$ cat src/rtl/dht11_pkg.sv
// Shared types and constants for the DHT11 sampling path: FSM states,
// frame byte positions and the millisecond prescaler length.
package dht11_pkg;

  typedef enum logic [2:0] {
    IDLE,
    WAIT_PERIOD,
    TRIG,
    WAIT_DONE,
    CHECK,
    RETRY_GAP
  } state_t;

  localparam int HUM_INT_HI = 39;
  localparam int HUM_INT_LO = 32;
  localparam int HUM_DEC_HI = 31;
  localparam int HUM_DEC_LO = 24;
  localparam int TMP_INT_HI = 23;
  localparam int TMP_INT_LO = 16;
  localparam int TMP_DEC_HI = 15;
  localparam int TMP_DEC_LO = 8;
  localparam int CSUM_HI    = 7;
  localparam int CSUM_LO    = 0;

  // Clocks below 1 kHz still get a one-cycle millisecond so waits never collapse.
  function automatic int unsigned ms_cycles(input int unsigned clk_hz);
    return (clk_hz < 1000) ? 1 : clk_hz / 1000;
  endfunction

endpackage

$ cat src/rtl/dht11_bin2bcd.sv
// 8-bit binary to 3-digit BCD, shift-add-3, one bit per cycle.
// Built only with DHT11_BCD_EN; o_done pulses 9 cycles after the i_start cycle.
`ifdef DHT11_BCD_EN
module dht11_bin2bcd (
  input  logic        i_clk,
  input  logic        i_rst_n,
  input  logic        i_start,
  input  logic [7:0]  i_bin,
  output logic [11:0] o_bcd,
  output logic        o_done
);

  logic [19:0] r_sh;
  logic [19:0] w_adj;
  logic [2:0]  r_cnt;
  logic        r_busy;
  logic        r_done;

  always_comb begin
    w_adj = r_sh;
    if (w_adj[11:8]  >= 4'd5) w_adj[11:8]  = w_adj[11:8]  + 4'd3;
    if (w_adj[15:12] >= 4'd5) w_adj[15:12] = w_adj[15:12] + 4'd3;
    if (w_adj[19:16] >= 4'd5) w_adj[19:16] = w_adj[19:16] + 4'd3;
  end

  always_ff @(posedge i_clk or negedge i_rst_n) begin
    if (!i_rst_n) begin
      r_sh   <= '0;
      r_cnt  <= '0;
      r_busy <= 1'b0;
      r_done <= 1'b0;
    end else begin
      r_done <= 1'b0;
      if (i_start) begin
        r_sh   <= {12'd0, i_bin};
        r_cnt  <= '0;
        r_busy <= 1'b1;
      end else if (r_busy) begin
        r_sh  <= {w_adj[18:0], 1'b0};
        r_cnt <= r_cnt + 3'd1;
        if (r_cnt == 3'd7) begin
          r_busy <= 1'b0;
          r_done <= 1'b1;
        end
      end
    end
  end

  assign o_bcd  = r_sh[19:8];
  assign o_done = r_done;

endmodule
`endif

$ cat src/rtl/dht11_sample_ctrl.sv
// Periodic DHT11 trigger, checksum validation, retry/fail tracking, last-good-reading hold.
// DHT11_BCD_EN adds BCD copies of the integer bytes; CHECK then waits for the converters.
module dht11_sample_ctrl
  import dht11_pkg::*;
#(
  parameter int unsigned CLK_HZ     = 100_000_000,
  parameter int unsigned PERIOD_MS  = 2000,
  parameter int unsigned TIMEOUT_MS = 50,
  parameter int unsigned RETRY_MS   = 1000,
  parameter int unsigned MAX_RETRY  = 3
) (
  input  logic        i_clk,
  input  logic        i_rst_n,
  input  logic        i_enable,
  input  logic [39:0] i_frame_in,
  input  logic        i_frame_done,
  output logic        o_start,
  output logic [7:0]  o_humid_int,
  output logic [7:0]  o_humid_dec,
  output logic [7:0]  o_temp_int,
  output logic [7:0]  o_temp_dec,
  output logic        o_data_valid,
  output logic        o_update,
  output logic [7:0]  o_err_cnt,
  output logic        o_fail
`ifdef DHT11_BCD_EN
  ,
  output logic [11:0] o_humid_bcd,
  output logic [11:0] o_temp_bcd
`endif
);

  localparam int unsigned MS = ms_cycles(CLK_HZ);

  state_t      r_state, w_nxt;
  logic [31:0] r_pre, r_ms, w_wait_ms;
  logic [39:0] r_frame;
  logic [3:0]  r_retry, w_retry_inc;
  logic [7:0]  w_sum;
  logic        w_expire, w_good, w_good_evt, w_fail_evt, w_bcd_rdy;
  logic        r_update, r_valid, r_fail;
  logic [7:0]  r_hi, r_hd, r_ti, r_td, r_err;

  assign w_sum = r_frame[HUM_INT_HI:HUM_INT_LO] + r_frame[HUM_DEC_HI:HUM_DEC_LO]
               + r_frame[TMP_INT_HI:TMP_INT_LO] + r_frame[TMP_DEC_HI:TMP_DEC_LO];
  assign w_good      = (w_sum == r_frame[CSUM_HI:CSUM_LO]);
  assign w_retry_inc = r_retry + 4'd1;
  assign w_expire    = (r_pre == MS - 1) && (r_ms == w_wait_ms - 1);

`ifdef DHT11_BCD_EN
  logic        w_conv_start, w_hdone, w_tdone;
  logic [11:0] w_hbcd, w_tbcd, r_hbcd, r_tbcd;

  // Conversion starts on frame_done itself so the result is ready in the last CHECK cycle.
  assign w_conv_start = (r_state == WAIT_DONE) && i_frame_done;

  dht11_bin2bcd u_hum_bcd (
    .i_clk(i_clk), .i_rst_n(i_rst_n), .i_start(w_conv_start),
    .i_bin(i_frame_in[HUM_INT_HI:HUM_INT_LO]), .o_bcd(w_hbcd), .o_done(w_hdone)
  );
  dht11_bin2bcd u_tmp_bcd (
    .i_clk(i_clk), .i_rst_n(i_rst_n), .i_start(w_conv_start),
    .i_bin(i_frame_in[TMP_INT_HI:TMP_INT_LO]), .o_bcd(w_tbcd), .o_done(w_tdone)
  );

  assign w_bcd_rdy = w_hdone & w_tdone;

  always_ff @(posedge i_clk or negedge i_rst_n) begin
    if (!i_rst_n) begin
      r_hbcd <= '0;
      r_tbcd <= '0;
    end else if (w_good_evt) begin
      r_hbcd <= w_hbcd;
      r_tbcd <= w_tbcd;
    end
  end

  assign o_humid_bcd = r_hbcd;
  assign o_temp_bcd  = r_tbcd;
`else
  assign w_bcd_rdy = 1'b1;
`endif

  always_comb begin
    w_wait_ms  = '0;
    w_nxt      = r_state;
    w_good_evt = 1'b0;
    w_fail_evt = 1'b0;
    o_start    = 1'b0;
    case (r_state)
      IDLE:        if (i_enable) w_nxt = WAIT_PERIOD;
      WAIT_PERIOD: begin
        w_wait_ms = PERIOD_MS;
        if (w_expire) w_nxt = TRIG;
      end
      TRIG: begin
        o_start = 1'b1;
        w_nxt   = WAIT_DONE;
      end
      WAIT_DONE: begin
        w_wait_ms = TIMEOUT_MS;
        if (i_frame_done) w_nxt = CHECK;
        else if (w_expire) w_fail_evt = 1'b1;
      end
      CHECK: begin
        if (w_bcd_rdy) begin
          if (w_good) begin
            w_good_evt = 1'b1;
            w_nxt      = WAIT_PERIOD;
          end else begin
            w_fail_evt = 1'b1;
          end
        end
      end
      RETRY_GAP: begin
        w_wait_ms = RETRY_MS;
        if (w_expire) w_nxt = TRIG;
      end
      default: w_nxt = IDLE;
    endcase
    if (w_fail_evt) w_nxt = (w_retry_inc == 4'(MAX_RETRY)) ? WAIT_PERIOD : RETRY_GAP;
    if (!i_enable) begin
      w_nxt      = IDLE;
      w_good_evt = 1'b0;
      w_fail_evt = 1'b0;
    end
  end

  always_ff @(posedge i_clk or negedge i_rst_n) begin
    if (!i_rst_n) begin
      r_state  <= IDLE;
      r_pre    <= '0;
      r_ms     <= '0;
      r_frame  <= '0;
      r_retry  <= '0;
      r_update <= 1'b0;
      r_valid  <= 1'b0;
      r_fail   <= 1'b0;
      r_hi     <= '0;
      r_hd     <= '0;
      r_ti     <= '0;
      r_td     <= '0;
      r_err    <= '0;
    end else begin
      r_state <= w_nxt;
      // Every state change restarts the prescaler so each wait is measured from its entry.
      if (w_nxt != r_state) begin
        r_pre <= '0;
        r_ms  <= '0;
      end else if (r_pre == MS - 1) begin
        r_pre <= '0;
        r_ms  <= r_ms + 32'd1;
      end else begin
        r_pre <= r_pre + 32'd1;
      end
      if (r_state == WAIT_DONE && i_frame_done) r_frame <= i_frame_in;
      r_update <= w_good_evt;
      if (w_good_evt) begin
        r_hi    <= r_frame[HUM_INT_HI:HUM_INT_LO];
        r_hd    <= r_frame[HUM_DEC_HI:HUM_DEC_LO];
        r_ti    <= r_frame[TMP_INT_HI:TMP_INT_LO];
        r_td    <= r_frame[TMP_DEC_HI:TMP_DEC_LO];
        r_valid <= 1'b1;
        r_retry <= '0;
        r_fail  <= 1'b0;
      end
      if (w_fail_evt) begin
        if (r_err != 8'hFF) r_err <= r_err + 8'd1;
        if (w_retry_inc == 4'(MAX_RETRY)) begin
          r_fail  <= 1'b1;
          r_retry <= '0;
        end else begin
          r_retry <= w_retry_inc;
        end
      end
    end
  end

  assign o_humid_int  = r_hi;
  assign o_humid_dec  = r_hd;
  assign o_temp_int   = r_ti;
  assign o_temp_dec   = r_td;
  assign o_data_valid = r_valid;
  assign o_update     = r_update;
  assign o_err_cnt    = r_err;
  assign o_fail       = r_fail;

endmodule

$ cat config.mk
export PLATFORM = sky130hd
export DESIGN_NAME = dht11_sample_ctrl
export DESIGN_NICKNAME = d
export VERILOG_FILES = /design/src/rtl/dht11_pkg.sv /design/src/rtl/dht11_bin2bcd.sv /design/src/rtl/dht11_sample_ctrl.sv
export SDC_FILE = /design/constraint.sdc
export NUM_CORES = 1
export LEC_CHECK = 0
export BUFFER_PORTS_ARGS = -buffer_cell sky130_fd_sc_hd__buf_2
export CAP_MARGIN = 25
export CORE_MARGIN = 5
export CORE_UTILIZATION = 35
export DETAILED_ROUTE_END_ITERATION = 12
export SLEW_MARGIN = 20
export SYNTH_ARGS = -nofsm -noshare
export SYNTH_HDL_FRONTEND = slang
export SYNTH_HIERARCHICAL = 1
export SYNTH_SLANG_ARGS = --single-unit
$ cat constraint.sdc
create_clock -name i_clk -period 4.5 [get_ports i_clk]
set_clock_uncertainty 0.1 [all_clocks]
set_input_delay 1.125 -clock i_clk [delete_from_list [all_inputs] [get_ports i_clk]]
set_output_delay 1.125 -clock i_clk [all_outputs]
set_load 0.05 [all_outputs]
======== Word level (Yosys, flattened, before mapping) ========
Index checks and enable logic that the tools add are counted.
cells by class
  add/subtract/negate cells ............... 8
  multipliers ............................. 0
  div/mod/pow operators ................... 0
  order comparisons ....................... 0
  eq/ne operators ......................... 11
  shift-type cells ........................ 0
  mux-type cells .......................... 27
  bitwise operators ....................... 0
  reductions and logical operators ........ 7
operators by type and width
  kind                   number
  $mux 32                4
  $add 32x1->32 const B  2
  $pmux 11 s3            1
  $eq 32x17->1 const B   1
  $eq 32x32->1           1
  $sub 32x1->32 const B  1
  $add 8x8->8            3
  $mux 3                 6
  $pmux 3 s5             1
  $mux 4                 3
  $mux 1                 11
  $add 8x1->8 const B    1
  $eq 8x8->1             1
  $ne 8x8->1 const B     1
  $eq 3x2->1 const B     2
  $eq 3x3->1 const B     2
  $add 4x1->4 const B    1
  $eq 4x2->1 const B     1
  $reduce_bool 2->1      2
  $eq 3x1->1 const B     1
  $logic_not 3->1        1
  $ne 3x3->1             1
  $logic_and 1x1->1      2
  $pmux 1 s2             1
  other kinds (2)        2
storage, ports and cells
  register bits after elaboration ......... 154
  latch bits .............................. 0
  RAM bits ................................ 0
  bits in read-only memories .............. 0
  input bits .............................. 44
  output and inout bits ................... 44
  word-level logic and storage cells ...... 66
  memories kept ........................... 0

======== Longest topological paths before layout ========
Gate-level depths: netlist of run 1.
  word-level depth ........................ 12
  gate-level depth with buffers ........... 15
  mapped depth without buffers ............ 13

======== Worst setup path before layout of run 1 ========
Ideal clock, no wire load.
  path kind ............................... reg2reg
  start point ............................. register r_frame[9]
  end point ............................... register r_hd[0], in the netlist o_humid_dec[0]
  library setup time ...................... 66 ps
  arrival time ............................ 3614 ps
  data required time ...................... 4334 ps
  setup slack ............................. 721 ps
  stages on the path, launching flop included .. 16
  path buffers ............................ 2
  period minus slack after synthesis ...... 3779 ps
  cell sequence ........................... dfrtp_1 -> fa_1 -> fa_1 -> ha_1 -> inv_1 -> fa_1 -> nand2b_1 -> a21oi_1 -> xnor2_1 -> nor3_1 -> nand3_1 -> nor2_1 -> clkbuf_1 -> clkbuf_1 -> nand2_1 -> nand2_1
between the ends
  word-level cells in the longest chain between the ends .. 5
RTL lines
  element                   line                      RTL
  start: declaration        dht11_sample_ctrl.sv:37   logic [39:0] r_frame;
  start signal: assignment  dht11_sample_ctrl.sv:156  if (r_state == WAIT_DONE && i_frame_done) r_frame <= i_frame_in;
  $add 8x8->8               dht11_sample_ctrl.sv:45   + r_frame[TMP_INT_HI:TMP_INT_LO] + r_frame[TMP_DEC_HI:TMP_DEC_LO];
  $eq 8x8->1                dht11_sample_ctrl.sv:46   assign w_good = (w_sum == r_frame[CSUM_HI:CSUM_LO]);
  $mux 1                    dht11_sample_ctrl.sv:107  if (w_good) begin
  $mux 1                    dht11_sample_ctrl.sv:90   case (r_state)
  $mux 1                    dht11_sample_ctrl.sv:122  if (!i_enable) begin
  end signal: assignment    dht11_sample_ctrl.sv:160  r_hd <= r_frame[HUM_DEC_HI:HUM_DEC_LO];
  end: declaration          dht11_sample_ctrl.sv:42   logic [7:0] r_hi, r_hd, r_ti, r_td, r_err;
No other way between the ends.
A chain may end at the register's enable or synchronous reset.

======== Final worst setup path of run 1 ========
  start point ............................. register r_frame[9]
  end point ............................... register r_pre[1]
between the ends
  word-level cells in the longest chain between the ends .. 8
  elaborated cells on any way between the ends .. 10
  those cells by class .................... add/sub: 1; eq/ne: 2; mux: 7
RTL lines
  element                                          line                      RTL
  $add 8x8->8 (*)                                  dht11_sample_ctrl.sv:45
  $eq 8x8->1 (*)                                   dht11_sample_ctrl.sv:46
  $mux 3 / $mux 1 (equally long branches)          dht11_sample_ctrl.sv:107
  $pmux 3 s5 / $pmux 1 s2 (equally long branches)  dht11_sample_ctrl.sv:90
  $mux 3 (*)                                       dht11_sample_ctrl.sv:121  if (w_fail_evt) w_nxt = (w_retry_inc == 4'(MAX_RETRY)) ? WAIT_PERIOD : RETRY_GAP;
  $mux 3 (*)                                       dht11_sample_ctrl.sv:122
  $ne 3x3->1 (*)                                   dht11_sample_ctrl.sv:147  if (w_nxt != r_state) begin
  $mux 32 (*)                                      dht11_sample_ctrl.sv:147
  end signal: assignment                           dht11_sample_ctrl.sv:154  r_pre <= r_pre + 32'd1;
  end: declaration                                 dht11_sample_ctrl.sv:36   logic [31:0] r_pre, r_ms, w_wait_ms;
Every way passes the cells marked *; elsewhere a longest branch is shown, timed or not.

==> summary.txt, run 1 <==
Clock tree
  • CTS clk-pin slew, worst paths: 0.07 ns
  • Cts repair resizes: 0
  • Root Driver: clkbuf_16
  • Clk_lat worst skew: 0.43 ns
  • Setup Buffers After CTS: 0
  • CTS tree: done
  • Clock Path Buffers: 2
  • CTS buffer count: 17
  • Hold-fix buffers, CTS: 0
  • Sink Count: 154
  • CTS H-tree lvls: 4

Run
  • Number of max-cap violations: 0

GRT
  • Initial antenna violation count: 0
  • Grt ovf: 0
  • Largest net degree at the start of global routing: 93
  • First-pass GRT wire length: 30200 um
  • GRT Total Usage: 14.3%
  • Vias in the first global route: 5869

Power
  • Clk network pwr share: 50.3%
  • Flop pwr share: 46.2%
  • Sw frac: 22.8%
  • VDD IR max: 229 uV
  • Pwr Total: 3.01 mW
  • NetSw: 0.686 mW
  • P_leak: 4.50 nW
  • Int Pwr: 2.32 mW
  • PwrDens: 323 nW/um2
  • Comb pwr share: 3.4%

STA
  • Worst Max-Slew Pin Slew: 1.11 ns
  • Tmin final: 4.14 ns
  • Final worst path period share: 91.9%
  • Setup TNS: 0 ns
  • WHS: 0.367 ns
  • Setup violators final: 0
  • RSZ-0062 raised after global routing: no
  • Fmax: 242 MHz
  • Relative slew slack: 25.5%
  • Fin. Hold Viols: 0
  • Max Slew Vio Count: 0

Layout
  • Commonest cells after routing, fill and taps aside: dfrtp_1, nand2_1, buf_2, nor2_1, xor2_1
  • Non-Filler Instances: 1162
  • Area growth syn-to-layout: 17.7%
  • Most common cell after layout, fill and taps aside: dfrtp_1
  • Nets: 938
  • Diode count: 0
  • Final core utilization: 41.6%
  • Layout cells sized above 1: 21.0%

Floorplanning
  • Starting density of the core: 35.3%
  • Die area: 25700 um2
  • Core area: 22400 um2
  • Die H: 160 um
  • # IOs: 88
  • Row Count: 55
  • Die W: 160 um

Synthesis
  • Syn Nets: 852
  • Synth Area in Simple Gates: 20.5%
  • Sequential-to-total area share from yosys stat: 48.6%
  • Post-synth EDFFs: 0
  • Post-synthesis instance total: 778
  • Yosys Warn Count: 6
  • Post-synth ARST share: 100%
  • Synth Area in XOR/XNOR: 10.3%
  • Post-synthesis adder-cell area fraction: 6.06%
  • Largest family of logic cells by synthesized area: simple AND/OR/NAND/NOR gates
  • Compound-cell area share of the yosys netlist: 5.70%
  • Main flop type after synthesis: dfrtp_1
  • Yosys cell types: 59
  • Multiplexer area fraction after synthesis: 6.08%
  • Seq cells post-synth: 154
  • Synthesized cell area: 7920 um2
  • Mapped Avg Cell Area: 10.2 um2

Run status
  • Status: complete, no violations

Setup path
  • Required time of the critical path: 4.74 ns
  • Worst R2R Path Depth: 14
  • Crit Path Class: reg2reg
  • CP arrival: 4.38 ns
  • R2R Path End: r_pre[1]
  • Setup crit start kind: flip-flop
  • FF-to-FF setup slack: 0.36 ns
  • Crit path launch: r_frame[9]
  • Worst R2R Start: r_frame[9]
  • Worst Setup End Kind: flip-flop
  • Worst-path fanout max: 64

Route
  • Wire length per cell: 15.1 um
  • DRC: 0
  • Vias: 5692
  • Post-DRT Antenna Nets: 0
  • DR pass1 iterations: 4
  • Starting DRT DRC Count: 251
  • Vias/cell: 4.90
  • Routed WL: 17600 um

Placed design
  • Port Buf Inserts: 87
  • Post-DP HPWL: 12600 um
  • Final Wtd Congestion: 0.835
  • Placed insts: 1130

Min path
  • Endpoint, Worst Hold: o_humid_int[5]
  • Hold Path Depth: 2
  • Worst Min Path Start: o_humid_int[5]
  • Class of the worst hold path: reg2reg
==> how the worst max path moves through the flow <==
stage	endpoint	slack, ns	cells after the start
final	r_pre[1]	0.36	14
after global routing	r_pre[1]	0.07	14
after CTS	r_pre[15]	0.33	14
after detailed placement	r_pre[9]	0.35	14
after global placement	r_pre[1]	0.51	14
after floorplan	o_humid_dec[0]	0.72	15
==> layout make-up <==
class / instances / area (um2)
multi-input combinational: 571 / 3870
tap: 285 / 357
clock buffer: 18 / 439
fill: 2212 / 13100
timing repair buffer: 95 / 527
sequential: 154 / 3850
clock inverter: 14 / 183
inverter: 25 / 93.8
==> layer usage <==
layer / GRT usage, % / wire length, um / part of all wire, % / vias to the layer above
li1: - / - / - / 2808
met1: 19.3 / 8360 / 48 / 2758
met2: 22.4 / 8060 / 46 / 110
met3: 3.87 / 911 / 5.2 / 16
met4: 4.69 / 240 / 1.4 / 0
met5: 0 / 0 / 0 / -
==> registers in the layout, summed over array words and instances (netlist names) <==
signal	flops
o_data_valid	1
o_err_cnt	8
o_fail	1
o_humid_dec	8
o_humid_int	8
o_temp_dec	8
o_temp_int	8
o_update	1
r_frame	40
r_ms	32
r_pre	32
r_retry	4
r_state	3
==> kinds of logic (layout without fill, tap and decap cells) <==
kind of cell | Yosys count | in the layout
buffers and inverters | 53 | 152
adder cells (fa/ha/maj) | 30 | 30
AND/OR/NAND/NOR | 345 | 345
flip-flops | 154 | 154
multiplexers | 43 | 43
AO/OA/AOI/OAI | 60 | 60
XOR/XNOR | 93 | 93
==> synthesized netlist by cell type, types with 6 or more instances <==
cell,number,area (um2)
buf_2,8,40.0
xor2_1,50,438
nor2_1,83,312
o21ai_0,11,55.1
and3_1,13,81.3
xnor2_1,43,377
nand3_1,38,190
inv_1,24,90.1
nor4_1,9,56.3
nand2_1,125,469
nand4_1,22,138
o31ai_1,6,45.0
a21oi_1,10,50.1
dfrtp_1,154,3850
ha_1,16,200
nor3_1,22,110
fa_1,14,280
clkbuf_1,14,52.6
mux2_2,41,462
==> per-stage QoR <==
step	setup WS [ns]	cell area, um2
after detailed placement	0.346	8700
after CTS	0.333	9330
final	0.363	9330
after global placement	0.506	8700
after floorplan	0.721	7920
after global routing	0.0652	9330
==> critical path, stage by stage (launching register included) <==
cell and delay [ns]:
dfrtp_1 0.41, fa_1 0.51, fa_1 0.52, ha_1 0.16, inv_1 0.05, fa_1 0.39, xnor2_1 0.20, xnor2_1 0.14
nand4_1 0.12, nor3_1 0.32, nand3_1 0.17, a21oi_1 0.33, a32oi_4 0.17, buf_12 0.21, nor3b_1 0.20
==> power by group through the flow <==
| stage | combinational, mW | clock, mW | sequential [mW] |
|---|---|---|---|
| 2_1_floorplan | 0.0419 | 0 | 1.42 |
| 3_3_place_gp | 0.107 | 0 | 1.42 |
| 3_5_place_dp | 0.107 | 0 | 1.42 |
| 4_1_cts | 0.108 | 1.55 | 1.39 |
| 5_1_grt | 0.119 | 1.61 | 1.39 |
| 6_report | 0.103 | 1.52 | 1.39 |
Note: power is estimated with default switching activity, not from simulation.
==> run 2, diff against run 1 <==
--- a/config.mk
+++ b/config.mk
@@ -10,6 +10,7 @@
 export CORE_MARGIN = 5
 export CORE_UTILIZATION = 35
 export DETAILED_ROUTE_END_ITERATION = 12
+export MAX_ROUTING_LAYER = met4
 export SLEW_MARGIN = 20
 export SYNTH_ARGS = -nofsm -noshare
 export SYNTH_HDL_FRONTEND = slang
==> summary.txt, run 2 (synthesis results as in run 1) <==
Layout
  • Top flop regs: r_frame: 40 flops, r_ms: 32 flops, r_pre: 32 flops
  • Most common cell after layout, fill and taps aside: dfrtp_1
  • Area growth syn-to-layout: 17.7% (unchanged)
  • Max reg flops: 40 (unchanged)
  • Filler cell count in the final layout: 2212 (unchanged)
  • Nets: 938 (unchanged)
  • Final core utilization: 41.6% (unchanged)
  • Area of the multi-input gates: 3870 um2 (unchanged)
  • Diode count: 0 (unchanged)
  • FF/Latch Area: 3850 um2 (unchanged)
  • Layout cells sized above 1: 21.0% (unchanged)
  • Commonest cells after routing, fill and taps aside: dfrtp_1, nand2_1, buf_2, nor2_1, xor2_1
  • Largest Register: r_frame

Min path
  • Class of the worst hold path: reg2reg

Route
  • Wire length per cell: 15.1 um (about the same)
  • Routed WL: 17600 um (about the same)
  • Vias: 5707 (+0.26%)
  • DRC: 0 (unchanged)
  • DR pass1 iterations: 4 (unchanged)
  • Post-DRT Antenna Nets: 0 (unchanged)
  • Starting DRT DRC Count: 243 (-3.2%)
  • Vias/cell: 4.91 (+0.26%)

Placed design
  • Post-DP HPWL: 12600 um (unchanged)
  • Final Wtd Congestion: 0.848 (+1.5%)
  • Port Buf Inserts: 87 (unchanged)

Floorplanning
  • Die W: 160 um (unchanged)
  • Die H: 160 um (unchanged)
  • # IOs: 88 (unchanged)
  • Die area: 25700 um2 (unchanged)
  • Core area: 22400 um2 (unchanged)
  • Starting density of the core: 35.3% (unchanged)
  • Row Count: 55 (unchanged)

STA
  • RSZ-0062 raised after global routing: no
  • Final worst path period share: 92.0% (about the same)
  • Setup violators final: 0 (unchanged)
  • Setup TNS: 0 ns (unchanged)
  • Fin. Hold Viols: 0 (unchanged)
  • Relative slew slack: 25.5% (+0.051 points)
  • Fmax: 242 MHz (about the same)
  • Tmin final: 4.14 ns (+0.00211 ns)
  • Worst Max-Slew Pin Slew: 1.11 ns (-0.000753 ns)
  • Max Slew Vio Count: 0 (unchanged)

Run
  • Number of max-cap violations: 0 (unchanged)

Clock tree
  • CTS clk-pin slew, worst paths: 0.07 ns (about the same)
  • CTS tree: done
  • Setup Buffers After CTS: 0 (unchanged)
  • Root Driver: clkbuf_16
  • Clk_lat worst skew: 0.43 ns (about the same)
  • Sink Count: 154 (unchanged)
  • Clock Path Buffers: 2 (unchanged)
  • Cts repair resizes: 0 (unchanged)
  • Hold-fix buffers, CTS: 0 (unchanged)
  • CTS H-tree lvls: 4 (unchanged)
  • CTS buffer count: 17 (unchanged)

Setup path
  • Critical path cell sequence: fa_1 > fa_1 > ha_1 > inv_1 > fa_1 > xnor2_1 > xnor2_1 > nand4_1 > nor3_1 > nand3_1 > a21oi_1 > a32oi_4 > buf_12 > nor3b_1
  • Crit path max-delay family: adder cells
  • Slowest stage cell, crit path: fa_1
  • Largest stage delay, worst path: 0.52 ns (about the same)
  • Worst Setup End Kind: flip-flop
  • Setup crit start kind: flip-flop
  • Crit Path Class: reg2reg
  • Required time of the critical path: 4.74 ns (about the same)
  • Worst-path fanout max: 64 (unchanged)
  • CP bufs+invs: 2 (unchanged)
  • CP arrival: 4.38 ns (about the same)
  • CP dominant cell by count: fa_1

GRT
  • First-pass GRT wire length: 30200 um (about the same)
  • Initial antenna violation count: 0 (unchanged)
  • GRT Total Usage: 14.7% (+0.42 points)
  • Largest net degree at the start of global routing: 93 (unchanged)
  • Grt ovf: 0 (unchanged)
  • Vias in the first global route: 5865 (-0.068%)

Run status
  • Status: complete, no violations

Power
  • P_leak: 4.50 nW (unchanged)
  • PwrDens: 323 nW/um2 (about the same)
  • VDD IR max: 231 uV (+0.77%)
[run 2: cell counts in the layout (fill, tap and decap cells not counted)]
Identical to the previous run, type by type.
[run 2: routing by layer]
layer / routed length (um) / track usage [%] / vias to the layer above
met4: 240 / 4.69 / 0
met5: 0 / - / -
met3: 777 / 3.26 / 16
met1: 8420 / 19.6 / 2766
met2: 8130 / 22.5 / 115
li1: - / - / 2810
[run 2: power breakdown]
part | leakage, nW | internal [mW] | switching, mW
clock network | 0.294 | 0.901 | 0.615
logic | 2.06 | 0.0366 | 0.0667
registers | 2.14 | 1.39 | 0.00430
total | 4.50 | 2.32 | 0.686
[run 2: path summary, 6_finish.rpt]
kind | slack (ns) | start | cells past startpoint | end
worst max-delay path | 0.36 | r_frame[9] | 14 | r_pre[1]
worst min-delay path | 0.37 | o_humid_int[5] | 2 | o_humid_int[5]
worst max register to register | 0.36 | r_frame[9] | 14 | r_pre[1]
worst min register to register | 0.37 | o_humid_int[5] | 2 | o_humid_int[5]
max in group asynchronous | 2.82 | i_rst_n | 2 | r_ms[3]
min in group asynchronous | 0.69 | i_rst_n | 1 | r_pre[30]
[run 2: area by class of cell]
type / count / area share [%]
Timing Repair Buffer: 95 / 5.65
Tap cell: 285 / 3.82
Clock buffer: 18 / 4.71
Multi-Input combinational cell: 571 / 41.5
Sequential cell: 154 / 41.3
Inverter: 25 / 1.01
Clock inverter: 14 / 1.96
[run 2: through the flow]
stage	cell area [um2]	setup WS (ns)	power [mW]	cells	hold WS, ns
after floorplan	7920	0.721	1.46	778	0.358
after global placement	8700	0.506	1.52	1130	0.346
after detailed placement	8700	0.346	1.52	1130	0.353
after CTS	9330	0.333	3.05	1162	0.368
after global routing	9330	0.0639	3.12	1162	0.397
final	9330	0.361	3.01	1162	0.367
[run 2: worst register-to-register path, delay by kind of cell, from the launching register on]
family                     cells  cell delay [ns]
adders and majority gates      4             1.58
and+or+nand+nor                4             0.84
AOI/OAI and AO/OA              2             0.50
DFF                            1             0.41
xor gates and xnor gates       2             0.34
buffers and inverters          2             0.27
==> run 3, diff against run 2 <==
--- a/config.mk
+++ b/config.mk
@@ -11,6 +11,7 @@
 export CORE_UTILIZATION = 35
 export DETAILED_ROUTE_END_ITERATION = 12
 export MAX_ROUTING_LAYER = met4
+export PLACE_DENSITY = 0.62
 export SLEW_MARGIN = 20
 export SYNTH_ARGS = -nofsm -noshare
 export SYNTH_HDL_FRONTEND = slang
==> summary.txt, run 3 (synthesis results as in run 1) <==
STA
  • Relative slew slack: 48.8% (+23 points)
  • Setup TNS: 0 ns (unchanged)
  • RSZ-0062 raised after global routing: no
  • Setup violators final: 0 (unchanged)
  • Max Slew Vio Count: 0 (unchanged)
  • Fin. Hold Viols: 0 (unchanged)
  • Fmax: 241 MHz (-0.37%)
  • Final worst path period share: 92.3% (+0.34 points)
  • Tmin final: 4.15 ns (+0.0152 ns)
  • Worst Max-Slew Pin Slew: 0.768 ns (-0.339 ns)
  • Setup ws final: 0.345 ns (-0.0152 ns)

Power
  • PwrDens: 327 nW/um2 (+1.1%)
  • VDD IR max: 252 uV (+9.0%)
  • P_leak: 4.52 nW (+0.40%)

Clock tree
  • Clk_lat worst skew: 0.43 ns (about the same)
  • Cts repair resizes: 0 (unchanged)
  • Root Driver: clkbuf_16
  • CTS H-tree lvls: 4 (unchanged)
  • CTS tree: done
  • Setup Buffers After CTS: 0 (unchanged)
  • CTS clk-pin slew, worst paths: 0.07 ns (about the same)
  • Clock Path Buffers: 2 (unchanged)
  • CTS buffer count: 17 (unchanged)
  • Hold-fix buffers, CTS: 0 (unchanged)
  • Sink Count: 154 (unchanged)

Layout
  • Top flop regs: r_frame: 40 flops, r_ms: 32 flops, r_pre: 32 flops
  • Largest Register: r_frame
  • Non-Filler Instances: 1167 (+0.43%)
  • Filler cell count in the final layout: 2206 (-0.27%)
  • Max reg flops: 40 (unchanged)
  • Area growth syn-to-layout: 18.1%
  • Nets: 940 (+0.21%)
  • Layout cells sized above 1: 21.2% (+0.18 points)
  • FF/Latch Area: 3850 um2 (unchanged)
  • Area of the multi-input gates: 3880 um2 (+0.16%)
  • Commonest cells after routing, fill and taps aside: dfrtp_1, nand2_1, buf_2, nor2_1, xor2_1
  • Most common cell after layout, fill and taps aside: dfrtp_1

Floorplanning
  • # IOs: 88 (unchanged)
  • Die area: 25700 um2 (unchanged)
  • Die W: 160 um (unchanged)
  • Row Count: 55 (unchanged)
  • Die H: 160 um (unchanged)
  • Starting density of the core: 35.3% (unchanged)
  • Core area: 22400 um2 (unchanged)

GRT
  • Largest net degree at the start of global routing: 85 (-8.6%)
  • Grt ovf: 0 (unchanged)
  • First-pass GRT wire length: 30400 um (+0.73%)
  • GRT Total Usage: 14.7% (-0.045 points)
  • Initial antenna violation count: 2 (+2)
  • Vias in the first global route: 5939 (+1.3%)

Setup path
  • CP arrival: 4.40 ns (+0.02 ns)
  • Worst Setup End Kind: flip-flop
  • Worst R2R Path Depth: 14 (unchanged)
  • Setup crit start kind: flip-flop
  • Worst-path fanout max: 64 (unchanged)
  • Crit Path Class: reg2reg
  • Required time of the critical path: 4.74 ns (about the same)

Run status
  • Status: complete, no violations

Route
  • Starting DRT DRC Count: 295 (+21%)
  • Post-DRT Antenna Nets: 0 (unchanged)
  • DR pass1 iterations: 5 (+1)
  • Routed WL: 17500 um (-0.32%)
  • Vias/cell: 4.92 (+0.25%)
  • Vias: 5746 (+0.68%)
  • Wire length per cell: 15.0 um (-0.75%)
  • DRC: 0 (unchanged)

Placed design
  • Port Buf Inserts: 87 (unchanged)
  • Post-DP HPWL: 12600 um (+0.10%)
  • Place WS: 0.319 ns (-0.0269 ns)
  • Final Wtd Congestion: 0.810 (-4.5%)
  • Placed insts: 1132 (+0.18%)

Min path
  • Hold Path Depth: 2 (unchanged)
  • Class of the worst hold path: reg2reg

Run
  • Number of max-cap violations: 0 (unchanged)
==> run 3: cell types whose count changed in the layout (fill, tap and decap cells not counted) <==
| cell | delta |
|---|---|
| buf_12 | -1 |
| buf_4 | +3 |
| bufinv_16 | +1 |
| clkbuf_1 | +1 |
| clkbuf_8 | -1 |
| clkinvlp_4 | -2 |
| diode_2 | +3 |
| inv_6 | +1 |
| nor4_1 | -1 |
| nor4_2 | +1 |
==> run 3: layout make-up <==
class | instances | area share (%)
Multi-Input combinational cell | 571 | 41.5
Tap cell | 285 | 3.81
Sequential cell | 154 | 41.2
Clock inverter | 14 | 2.21
Clock buffer | 18 | 4.59
Antenna cell | 3 | 0.0802
Inverter | 25 | 1.00
Timing Repair Buffer | 97 | 5.66
==> run 3: where the power goes <==
part	internal [mW]	leakage [nW]	switching, mW
combinational	0.0361	2.07	0.0676
sequential	1.39	2.14	0.00410
clock	0.944	0.306	0.615
==> run 3: path summary, 6_finish.rpt <==
kind	from	end	slack (ns)
worst max-delay path	r_frame[9]	r_pre[3]	0.35
worst min-delay path	o_temp_int[5]	o_temp_int[5]	0.36
worst max register to register	r_frame[9]	r_pre[3]	0.35
worst min register to register	o_temp_int[5]	o_temp_int[5]	0.36
max in group asynchronous	i_rst_n	r_state[0]	2.78
min in group asynchronous	i_rst_n	r_pre[24]	0.65
==> run 3: per-stage QoR <==
| step | cell area [um2] | hold WS [ns] | power, mW | util (%) |
|---|---|---|---|---|
| 3_3_place_gp | 8710 | 0.346 | 1.52 | 38.8 |
| 3_5_place_dp | 8710 | 0.347 | 1.52 | 38.8 |
| 5_1_grt | 9350 | 0.392 | 3.17 | 41.7 |
| 2_1_floorplan | 7920 | 0.358 | 1.46 | - |
| 6_report | 9360 | 0.360 | 3.05 | 41.7 |
| 4_1_cts | 9340 | 0.367 | 3.10 | 41.6 |
==> run 3: per-layer routing <==
layer,vias up,GRT usage [%],wire length (um)
li1,2814,-,-
met3,23,4.29,1000
met1,2803,19.7,8220
met2,106,21.8,8010
met5,-,-,0
met4,0,4.03,283
==> run 3: worst max-delay path, stage by stage (launching register included) <==
cell and delay [ns]:
dfrtp_1 0.42, fa_1 0.51, fa_1 0.52, ha_1 0.16, inv_1 0.05, fa_1 0.39, xnor2_1 0.19, xnor2_1 0.15
nand4_1 0.11, nor3_1 0.32, nand3_1 0.18, a21oi_1 0.32, a32oi_4 0.17, buf_12 0.21, nor3_1 0.21
